**src/rtl/seq_chunk_adder_pkg.sv**
```systemverilog
// Shared types and sizing helpers for the sequential chunked adder.
// The top level and its slice adder both import this package.
package seq_chunk_adder_pkg;

    typedef enum logic [1:0] {
        ST_IDLE = 2'd0,
        ST_RUN  = 2'd1,
        ST_DONE = 2'd2
    } state_e;

    localparam logic MODE_EXACT  = 1'b0;
    localparam logic MODE_APPROX = 1'b1;

    function automatic int calc_nch(input int width, input int chunk);
        return width / chunk;
    endfunction

    // A slice counter is never narrower than one bit, even for a single slice.
    function automatic int calc_idx_w(input int width, input int chunk);
        int r;
        r = $clog2(width / chunk);
        return (r < 1) ? 1 : r;
    endfunction

endpackage

```
**src/rtl/seq_chunk_adder_adder_chunk.sv**
```systemverilog
// Combinational CHUNK-bit slice adder. When or_en is set, the low LSB_OR
// bits become a|b and the carry into the upper part is a[L-1]&b[L-1].
module adder_chunk
    import seq_chunk_adder_pkg::*;
#(
    parameter int CHUNK  = 5,
    parameter int LSB_OR = 0
) (
    input  logic [CHUNK-1:0] a,
    input  logic [CHUNK-1:0] b,
    input  logic             cin,
    input  logic             or_en,
    output logic [CHUNK-1:0] sum,
    output logic             cout
);

    logic [CHUNK:0]   exact_full;
    logic [CHUNK-1:0] or_sum;
    logic             or_cout;

    assign exact_full = {1'b0, a} + {1'b0, b} + {{CHUNK{1'b0}}, cin};

    generate
        if (LSB_OR == 0) begin : g_no_or
            assign or_sum  = exact_full[CHUNK-1:0];
            assign or_cout = exact_full[CHUNK];
        end else if (LSB_OR == CHUNK) begin : g_full_or
            assign or_sum  = a | b;
            assign or_cout = a[CHUNK-1] & b[CHUNK-1];
        end else begin : g_part_or
            logic [CHUNK-LSB_OR:0] hi_full;
            assign hi_full = {1'b0, a[CHUNK-1:LSB_OR]} + {1'b0, b[CHUNK-1:LSB_OR]}
                           + {{(CHUNK-LSB_OR){1'b0}}, a[LSB_OR-1] & b[LSB_OR-1]};
            assign or_sum  = {hi_full[CHUNK-LSB_OR-1:0], a[LSB_OR-1:0] | b[LSB_OR-1:0]};
            assign or_cout = hi_full[CHUNK-LSB_OR];
        end
    endgenerate

    assign sum  = or_en ? or_sum  : exact_full[CHUNK-1:0];
    assign cout = or_en ? or_cout : exact_full[CHUNK];

endmodule

```
**src/rtl/seq_chunk_adder.sv**
```systemverilog
// Multi-cycle adder: one CHUNK-bit slice per clock behind valid/ready, with a
// runtime approximate mode (segmented carry plus lower-part OR on slice 0).
module seq_chunk_adder
    import seq_chunk_adder_pkg::*;
#(
    parameter int WIDTH      = 20,
    parameter int CHUNK      = 5,
    parameter int APPROX_LSB = 0
) (
    input  logic             clk,
    input  logic             rst,
    input  logic             in_valid,
    output logic             in_ready,
    input  logic [WIDTH-1:0] in_a,
    input  logic [WIDTH-1:0] in_b,
    input  logic             in_cin,
    input  logic             in_approx,
    output logic             out_valid,
    input  logic             out_ready,
    output logic [WIDTH-1:0] out_sum,
    output logic             out_cout,
    output logic             busy
);

    localparam int NCH  = calc_nch(WIDTH, CHUNK);
    localparam int IDXW = calc_idx_w(WIDTH, CHUNK);

    generate
        if ((WIDTH % CHUNK) != 0) begin : g_bad_width
            $error("seq_chunk_adder: WIDTH must be a multiple of CHUNK");
        end
        if ((APPROX_LSB < 0) || (APPROX_LSB > CHUNK)) begin : g_bad_lsb
            $error("seq_chunk_adder: APPROX_LSB must lie in 0..CHUNK");
        end
    endgenerate

    state_e            state_q, state_d;
    logic [WIDTH-1:0]  a_q, a_d;
    logic [WIDTH-1:0]  b_q, b_d;
    logic [WIDTH-1:0]  sum_q, sum_d;
    logic              approx_q, approx_d;
    logic              carry_q, carry_d;
    logic              cout_q, cout_d;
    logic [IDXW-1:0]   idx_q, idx_d;

    logic [CHUNK-1:0]  a_sl [NCH];
    logic [CHUNK-1:0]  b_sl [NCH];
    logic [CHUNK-1:0]  ch_sum;
    logic              ch_cout;
    logic              or_en;

    genvar gi;
    generate
        for (gi = 0; gi < NCH; gi++) begin : g_slice
            assign a_sl[gi] = a_q[gi*CHUNK +: CHUNK];
            assign b_sl[gi] = b_q[gi*CHUNK +: CHUNK];
        end
    endgenerate

    // Only slice 0 of an approximate operation takes the OR lower part.
    assign or_en = (approx_q == MODE_APPROX) && (idx_q == '0);

    adder_chunk #(
        .CHUNK  (CHUNK),
        .LSB_OR (APPROX_LSB)
    ) u_chunk (
        .a     (a_sl[idx_q]),
        .b     (b_sl[idx_q]),
        .cin   (carry_q),
        .or_en (or_en),
        .sum   (ch_sum),
        .cout  (ch_cout)
    );

    always_comb begin
        state_d  = state_q;
        a_d      = a_q;
        b_d      = b_q;
        sum_d    = sum_q;
        approx_d = approx_q;
        carry_d  = carry_q;
        cout_d   = cout_q;
        idx_d    = idx_q;
        unique case (state_q)
            ST_IDLE: begin
                if (in_valid) begin
                    a_d      = in_a;
                    b_d      = in_b;
                    approx_d = in_approx;
                    sum_d    = '0;
                    cout_d   = 1'b0;
                    idx_d    = '0;
                    carry_d  = ((in_approx == MODE_APPROX) && (APPROX_LSB > 0)) ? 1'b0 : in_cin;
                    state_d  = ST_RUN;
                end
            end
            ST_RUN: begin
                sum_d[idx_q*CHUNK +: CHUNK] = ch_sum;
                carry_d = (approx_q == MODE_APPROX) ? 1'b0 : ch_cout;
                if (idx_q == IDXW'(NCH - 1)) begin
                    cout_d  = ch_cout;
                    idx_d   = '0;
                    state_d = ST_DONE;
                end else begin
                    idx_d = idx_q + 1'b1;
                end
            end
            ST_DONE: begin
                if (out_ready) begin
                    state_d = ST_IDLE;
                end
            end
            default: state_d = ST_IDLE;
        endcase
    end

    always_ff @(posedge clk) begin
        if (rst) begin
            state_q  <= ST_IDLE;
            a_q      <= '0;
            b_q      <= '0;
            sum_q    <= '0;
            approx_q <= MODE_EXACT;
            carry_q  <= 1'b0;
            cout_q   <= 1'b0;
            idx_q    <= '0;
        end else begin
            state_q  <= state_d;
            a_q      <= a_d;
            b_q      <= b_d;
            sum_q    <= sum_d;
            approx_q <= approx_d;
            carry_q  <= carry_d;
            cout_q   <= cout_d;
            idx_q    <= idx_d;
        end
    end

    assign in_ready  = (state_q == ST_IDLE);
    assign out_valid = (state_q == ST_DONE);
    assign busy      = (state_q != ST_IDLE);
    assign out_sum   = sum_q;
    assign out_cout  = cout_q;

endmodule

```
**config.mk**
```make
export PLATFORM = sky130hd
export DESIGN_NAME = seq_chunk_adder
export DESIGN_NICKNAME = d
export VERILOG_FILES = /design/src/rtl/seq_chunk_adder_pkg.sv /design/src/rtl/seq_chunk_adder_adder_chunk.sv /design/src/rtl/seq_chunk_adder.sv
export SDC_FILE = /design/constraint.sdc
export NUM_CORES = 1
export LEC_CHECK = 0
export BUFFER_PORTS_ARGS = -buffer_cell sky130_fd_sc_hd__buf_4
export CAP_MARGIN = 10
export CORE_MARGIN = 2
export CORE_UTILIZATION = 57
export DETAILED_ROUTE_END_ITERATION = 8
export PLACE_DENSITY = 0.84
export SLEW_MARGIN = 20
export SYNTH_ARGS = -nofsm -noshare
export SYNTH_HDL_FRONTEND = slang
export SYNTH_SLANG_ARGS = --single-unit
```
**constraint.sdc**
```tcl
create_clock -name clk -period 5.1 [get_ports clk]
set_input_delay 0.255 -clock clk [delete_from_list [all_inputs] [get_ports clk]]
set_output_delay 0.255 -clock clk [all_outputs]
set_load 0.02 [all_outputs]
```
==> results.md, run 1 <==
- Status: completed
- Most common cell after layout, fill and taps aside: nand2_1
- Setup TNS Final: 0 ps
- Clock latency on the worst-skew pair: about 340 ps
- Mapped Nets: 386
- CTS resizes: 0
- IO Count: 70
- CP Capture Type: register
- Combinational share of power: 0.145
- Hold depth: 3
- Worst Path Required: 5310 ps
- Core Box Area: between 0.005 and 0.006 mm2
- Initial Util: 0.583
- Number of unique standard cell types used by synthesis: 34
- Synth Area per Inst: 8.91 um2
- Slew @ Worst Pin: 669 ps
- Lkg Pwr: about 1.5 nW
- Wire length per cell: around 14 um
- Yosys warnings: 0
- ANT cells: 0
- Cell Pwr Density: around 310 mW/mm2
- Area delta synth->final: 22.7%
- Detailed Place HPWL: between 4 and 5 mm
- Final-report setup violation count: 0
- Worst Hold Class: input pin to register
- CTS Root Buffer Type: clkbuf_8
- Fraction of layout cells with a size suffix above 1: 0.256
- Hold Vio Cnt, Final: 0
- Clock transition at path regs: approximately 70 ps
- Max clock buf depth: 2
- Height of the die: 75.8 um
- IO Port Bufs: ~70
- Mapped cell area: 0.00294 mm2
- Synth Instances: 330
- Fin area: 0.00361 mm2
- Die Wd: 75.8 um
- RSZ-0062 raised after global routing: no
- Hold_buf cts: 0
- Vias in the first global route: 2391
- Max Cap Violations: 0
- Hold_sp: in_b[9]
- Worst R2R End: out_sum[19]
- Cell Int Power: about 0.0008 W
- DR DRC count: 0
- FILL cells: 402
- CP arrival: around 3200 ps
- Site Rows: 26
- Final period utilization: 0.581
- Area after DPL: around 0.0034 mm2
- Starting DRT DRC Count: between 150 and 200
- Clock power share: 0.347
- DR vias: between 2k and 3k
- Most frequent cells in the layout: nand2_1, buf_4, dfxtp_1, a21oi_1, nor2_1
- CTS tree: done
- First-pass GRT wire length: 10.6 mm
- GRT Overall Usage: 0.245
- Sink of the worst hold path: b_q[9]
- H-tree depth: 3
- Crit path kind: register to register
- Startpoint Class: register
- Worst r2r src: idx_q[0]
- DR vias/cell: ~5.5
- GP Congestion: around 0.80
- DP Cell Count: about 450
- Final ANT Viol Nets: 0
- Largest net degree at the start of global routing: 68
- Tmin final: 2960 ps
- Max Freq: roughly 340 MHz
- Die area: between 0.005 and 0.006 mm2
- Fin nets: 448
- Yosys reg bits: 67
- CTS Buf Count: 9
- Max VDD drop: approximately 220 uV
- Post-CTS Setup Inserts: 0
- Drt total wl: 6.41 mm
- Clock sink total: 67
- Hold Worst Slack: ~150 ps
- Final slew viol count: 0
- Flop pwr share: 0.509
- Rel. slew slack: 0.554
- Worst-case clock skew: between 8 and 9 ps
- CP max FO: 17
- Antenna violations before repair: 0
- Worst Reg-to-Reg Cells: 8
- Sw Share: 0.263
- Drt first pass iters: 5
- R2R setup slack: about 2100 ps
- Sw power: 0.000291 W
- Post-synthesis sequential area ratio: 0.456
- Overflow after GRT: 0
- Non-Filler Instances: 465
[synthesized netlist by cell type]
master / number / area (um2)
buf_4: 3 / 22.5
a21oi_1: 44 / 220
buf_6: 4 / 45.0
o21bai_1: 2 / 15.0
nor3_1: 2 / 10.0
nor2_1: 31 / 116
a32oi_1: 9 / 78.8
and2_1: 1 / 6.26
dfxtp_1: 67 / 1340
inv_1: 6 / 22.5
clkbuf_1: 7 / 26.3
nor2_2: 1 / 6.26
nand2_1: 89 / 334
nor4b_4: 1 / 23.8
or2_2: 2 / 12.5
nor2b_1: 1 / 6.26
and2b_1: 1 / 7.51
nand3_1: 1 / 5.00
buf_2: 6 / 30.0
nor4_4: 1 / 21.3
and4b_1: 1 / 10.0
ha_1: 8 / 100
a22oi_1: 13 / 97.6
buf_1: 1 / 3.75
a211oi_1: 3 / 22.5
fa_1: 2 / 40.0
mux4_2: 10 / 225
and3_1: 1 / 6.26
a21o_1: 5 / 37.5
xor2_1: 1 / 8.76
o21ai_0: 3 / 15.0
a211o_1: 1 / 8.76
and3b_1: 1 / 8.76
nand2b_1: 1 / 6.26
[power by group through the flow]
stage          Clock (W)  Sequential (W)  Combinational (W)
4_1_cts         0.000384        0.000563           0.000160
3_5_place_dp           0        0.000574           0.000160
3_3_place_gp           0        0.000573           0.000156
6_report        0.000384        0.000563           0.000160
2_1_floorplan          0        0.000570           0.000111
5_1_grt         0.000403        0.000565           0.000180
[registers in the layout, summed over array words and instances (netlist names)]
signal	cells
state_q	2
out_sum	20
b_q	20
out_cout	1
carry_q	1
idx_q	2
a_q	20
approx_q	1
[per-stage QoR]
step           total power (W)  utilization  setup WS, ps
4_1_cts                0.00111        0.716          2130
2_1_floorplan         0.000681            -          2200
3_3_place_gp          0.000730        0.683          2230
3_5_place_dp          0.000734        0.683          2140
6_report               0.00111        0.716          2140
5_1_grt                0.00115        0.716          1950
[cell families after synthesis]
kind of cell	count (synthesis)	synth area share
simple gates	135	0.197
compound gates	80	0.168
flops	67	0.456
buf+inv	27	0.0510
mux	10	0.0766
fa+ha+maj	10	0.0476
xor+xnor	1	0.00298
[critical path, cell delays in order (launching register included)]
cell and delay (ps):
dfxtp_1 310, buf_4 280, mux4_2 560, fa_1 440, fa_1 420, a211o_1 330, a21o_1 200, a32oi_1 240
nor2_1 60
[worst max path at each step]
stage	start	to	slack (ps)	cells after the start
3_5_place_dp	idx_q[0]	out_sum[19]	2140	8
6_report	idx_q[0]	out_sum[19]	2140	8
4_1_cts	idx_q[0]	out_sum[19]	2130	8
2_1_floorplan	idx_q[0]	out_sum[9]	2200	9
3_3_place_gp	idx_q[0]	out_sum[4]	2230	8
5_1_grt	idx_q[0]	out_sum[19]	1950	8
[routing by layer]
metal / vias to the layer above / routed length, um / track usage
met5: - / 0 / 0
li1: 1261 / - / -
met3: 15 / 337 / 0.0450
met2: 81 / 3150 / 0.399
met4: 0 / 147 / 0.129
met1: 1184 / 2770 / 0.308
[cell type report]
class                           instances  area, um2  area share
Clock buffer                           11        151      0.0420
Clock inverter                          3       15.0     0.00416
Inverter                                6       22.5     0.00624
Multi-Input combinational cell        236       1450       0.402
Sequential cell                        67       1340       0.372
Tap cell                               70       87.6      0.0243
Timing Repair Buffer                   72        541       0.150
Note: power is estimated with default switching activity, not from simulation.
==> inputs of run 2 (changes only) <==
CORE_UTILIZATION = 53   (was 57)
PLACE_DENSITY = 0.79   (was 0.84)
clock period = 2.9 ns   (was 5.1 ns; I/O delays follow)
==> results.md, run 2 (same netlist as run 1, synthesis figures left out) <==
- Combinational share of power: 0.148
- Clock power share: 0.342
- Die Wd: roughly 80 um
- CP Capture Type: register
- Max clock buf depth: 2
- Most frequent cells in the layout: nand2_1, buf_4, dfxtp_1, a21oi_1, nor2_1
- Max Cap Violations: 0
- Initial Util: 0.541
- IO Port Bufs: 69
- Drt total wl: 6.30 mm
- Final slew viol count: 0
- Max VDD drop: between 400 and 500 uV
- Post-CTS Setup Inserts: 0
- Drt first pass iters: 4
- CP max FO: 4
- Met3 usage: 0.0828
- Starting DRT DRC Count: roughly 150
- Height of the die: about 80 um
- Cell Pwr Density: approximately 530 mW/mm2
- Vias in the first global route: 2394
- Register area: 0.00134 mm2
- Hold_buf cts: 0
- Clock sink total: 67
- Final ANT Viol Nets: 0
- CTS Buf Count: 9
- Cell Int Power: 0.00144 W
- H-tree depth: 3
- GRT met1 Usage: 0.277
- Overflow after GRT: 0
- Core Box Area: between 0.005 and 0.006 mm2
- Area after DPL: roughly 0.0035 mm2
- IO Count: 70
- Clock latency on the worst-skew pair: ~340 ps
- Met2 Use GR: 0.367
- Multi-input gate area: ~0.0015 mm2
- Sw Share: 0.257
- RSZ-0062 raised after global routing: no
- Wire length per cell: 13.4 um
- Crit path kind: register to register
- Final-report setup violation count: 0
- Rel. slew slack: 0.564
- Hold Worst Slack: about 44 ps
- Antenna violations before repair: 0
- Hold Vio Cnt, Final: 0
- Detailed Place HPWL: 4.55 mm
- CTS tree: done
- Worst Hold Class: input pin to register
- Worst Path Required: slightly above 3000 ps
- Most common cell after layout, fill and taps aside: nand2_1
- GP Congestion: approximately 0.83
- Setup TNS Final: 0 ps
- Sw power: around 0.0005 W
- Flop pwr share: 0.510
- Fin area: about 0.0036 mm2
- Worst-case clock skew: 7.93 ps
- GRT Overall Usage: 0.223
- CTS Root Buffer Type: clkbuf_8
- Final period utilization: 0.940
- CTS resizes: 0
- DR DRC count: 0
- CP arrival: 2920 ps
- Global route hottest layer: met2
- Slew @ Worst Pin: 654 ps
- Max Freq: ~370 MHz
- Tmin final: between 2000 and 3000 ps
- Fin nets: roughly 450
- DR vias/cell: about 5.4
- Area delta synth->final: 23.6%
- Status: completed
- Clock transition at path regs: approximately 70 ps
- ANT cells: 0
- FILL cells: ~470
- First-pass GRT wire length: ~11 mm
- Largest net degree at the start of global routing: between 60 and 70
- DR vias: about 2.5k
- Fraction of layout cells with a size suffix above 1: 0.261
- Site Rows: 27
- Die area: around 0.006 mm2
- Startpoint Class: register
- Lkg Pwr: approximately 1.5 nW
run 2: cell count changes in the layout (fill, tap and decap cells not counted), sizes merged:
cell      before  now
clkinv         3    1
clkbuf        11   12
buf           72   75
clkinvlp       0    1
run 2: path summary, 6_finish.rpt:
kind         slack, ps  cells after the start     endpoint     start
max                170                      7  out_sum[14]  idx_q[0]
min reg2reg        450                      2      a_q[11]   a_q[11]
min                 40                      3       b_q[2]   in_b[2]
max reg2reg        170                      7  out_sum[14]  idx_q[0]
run 2: per-layer routing:
metal,up-vias,part of all wire
met5,-,0
met4,0,0.010
met3,7,0.052
met2,67,0.50
met1,1203,0.44
li1,1271,-
run 2: stage by stage:
stage | setup slack (ps) | total power (W) | utilization | std cells
final | 174 | 0.00194 | 0.669 | 470
after global placement | 217 | 0.00129 | 0.637 | 456
after CTS | 111 | 0.00196 | 0.668 | 470
after floorplan | 0.776 | 0.00120 | - | 330
after global routing | 28.1 | 0.00203 | 0.669 | 470
after detailed placement | 121 | 0.00129 | 0.637 | 456
run 2: critical path, cell delays in order, from the launching register on:
cell	delay, ps
dfxtp_2	370
mux4_2	520
fa_1	440
fa_1	410
a211o_1	330
a21o_1	210
a32oi_1	230
nor2_1	60
run 2: final cells by class:
type | count | area share
Clock buffer | 12 | 0.0427
Timing Repair Buffer | 75 | 0.155
Sequential cell | 67 | 0.369
Clock inverter | 2 | 0.00344
Multi-Input combinational cell | 236 | 0.399
Tap cell | 72 | 0.0248
Inverter | 6 | 0.00619
run 2: power groups by stage:
stage | registers (W) | clock network, W | logic [W]
floorplan | 0.00100 | 0 | 0.000196
global placement | 0.00101 | 0 | 0.000281
detailed placement | 0.00101 | 0 | 0.000286
CTS | 0.000988 | 0.000681 | 0.000287
global route | 0.000993 | 0.000721 | 0.000317
finish | 0.000988 | 0.000663 | 0.000286
==> inputs of run 3 (changes only) <==
CORE_ASPECT_RATIO = 0.9   (was default)
==> results.md, run 3 (same netlist as run 1, synthesis figures left out) <==
- Status: completed
- Initial Util: 0.553
- H-tree depth: 3
- Drt total wl: about 7 mm
- Fin area: around 0.0037 mm2
- DR vias/cell: around 5.4
- Vias in the first global route: roughly 2.4k
- Die area: around 0.0062 mm2
- Max clock buf depth: 2
- Die Wd: about 83 um
- Max Cap Violations: 0
- Site Rows: 25
- Clock transition at path regs: 70 ps
- CP cell instances: mux4_2 > fa_1 > fa_1 > a211o_1 > a21o_1 > a32oi_1 > nor2_1
- Clock sink total: 67
- Largest net degree at the start of global routing: just under 70
- CTS Root Buffer Type: clkbuf_8
- ANT cells: 0
- Final-report setup violation count: 0
- Height of the die: approximately 75 um
- Rel. slew slack: 0.555
- CP Capture Type: register
- Final ANT Viol Nets: 0
- Detailed Place HPWL: between 4 and 5 mm
- Starting DRT DRC Count: 191
- Core Box Area: about 0.0053 mm2
- RSZ-0062 raised after global routing: no
- Slew @ Worst Pin: around 670 ps
- Cell Pwr Density: 562 mW/mm2
- Wire length per cell: around 15 um
- Max Freq: 366 MHz
- Most common cell after layout, fill and taps aside: nand2_1
- CTS tree: done
- Fraction of layout cells with a size suffix above 1: 0.265
- DR vias: between 2k and 3k
- Crit path kind: register to register
- Antenna violations before repair: 0
- Max VDD drop: between 300 and 400 uV
- Final period utilization: 0.941
- Setup TNS Final: 0 ps
- Post-CTS Setup Inserts: 0
- First-pass GRT wire length: approximately 11 mm
- Most frequent cells in the layout: nand2_1, buf_4, dfxtp_1, a21oi_1, nor2_1
- IO Port Bufs: 69
- Worst Path Required: 3110 ps
- Clock latency on the worst-skew pair: 340 ps
- Most used cell, CP: fa_1
- Worst-case clock skew: slightly below 5 ps
- Total Power: between 0.002 and 0.0025 W
- Hold Vio Cnt, Final: 0
- IO Count: 70
- CP arrival: just under 3000 ps
- Area delta synth->final: 24.6%
- R2R setup slack: roughly 170 ps
- Utilization after layout: 0.689
- Lkg Pwr: ~1.6 nW
- Final slew viol count: 0
- Hold Worst Slack: about 42 ps
- GRT Overall Usage: 0.242
- Worst Hold Class: input pin to register
- CP max FO: 4
- GP Congestion: 0.877
- CTS Buf Count: 9
- Startpoint Class: register
- DR DRC count: 0
- Fin nets: roughly 450
- Drt first pass iters: 4
- Slowest cell on crit path: mux4_2
- CP peak stage delay: 520 ps
- Area after DPL: 0.00346 mm2
- Tmin final: around 2700 ps
- Overflow after GRT: 0
[run 3: final cells by class]
| cell class | count | area [um2] |
|---|---|---|
| Fill cell | 446 | 1650 |
| Timing Repair Buffer | 75 | 563 |
| Inverter | 6 | 22.5 |
| Clock inverter | 5 | 62.6 |
| Multi-Input combinational cell | 236 | 1450 |
| Tap cell | 67 | 83.8 |
| Clock buffer | 11 | 141 |
| Sequential cell | 67 | 1340 |
[run 3: power by group]
part           internal (W)  total, W  switching, W
Sequential         0.000962  0.000988     0.0000267
Combinational      0.000131  0.000291      0.000160
Clock              0.000423  0.000779      0.000356
[run 3: through the flow]
| step | setup WS (ps) | cells |
|---|---|---|
| after floorplan | 0.776 | 330 |
| after global placement | 232 | 451 |
| after detailed placement | 170 | 451 |
| after CTS | 119 | 467 |
| after global routing | 45.0 | 467 |
| final | 171 | 467 |
[run 3: worst paths after layout]
path,startpoint,endpoint,cells past startpoint
worst max-delay path,idx_q[0],out_sum[19],7
worst min-delay path,in_a[13],a_q[13],3
worst max register to register,idx_q[0],out_sum[19],7
worst min register to register,a_q[3],a_q[3],2
[run 3: timing repair]
action / in CTS / in global routing
gates resized for setup: 0 / 1
setup endpoints to repair: 0 / 4
hold buffers: 0 / 0
[run 3: critical path: cells and delay by family (launching register included)]
family          cells  cell delay (ps)
fa+ha+maj           2              870
compound gates      3              770
simple gates        1               60
flops               1              380
mux                 1              520
[run 3: layer usage]
| metal | global-route usage | routed length, um | vias to the layer above |
|---|---|---|---|
| li1 | - | - | 1268 |
| met2 | 0.386 | 3340 | 72 |
| met5 | 0 | 0 | - |
| met4 | 0.102 | 98 | 0 |
| met3 | 0.0516 | 369 | 10 |
| met1 | 0.324 | 3010 | 1189 |
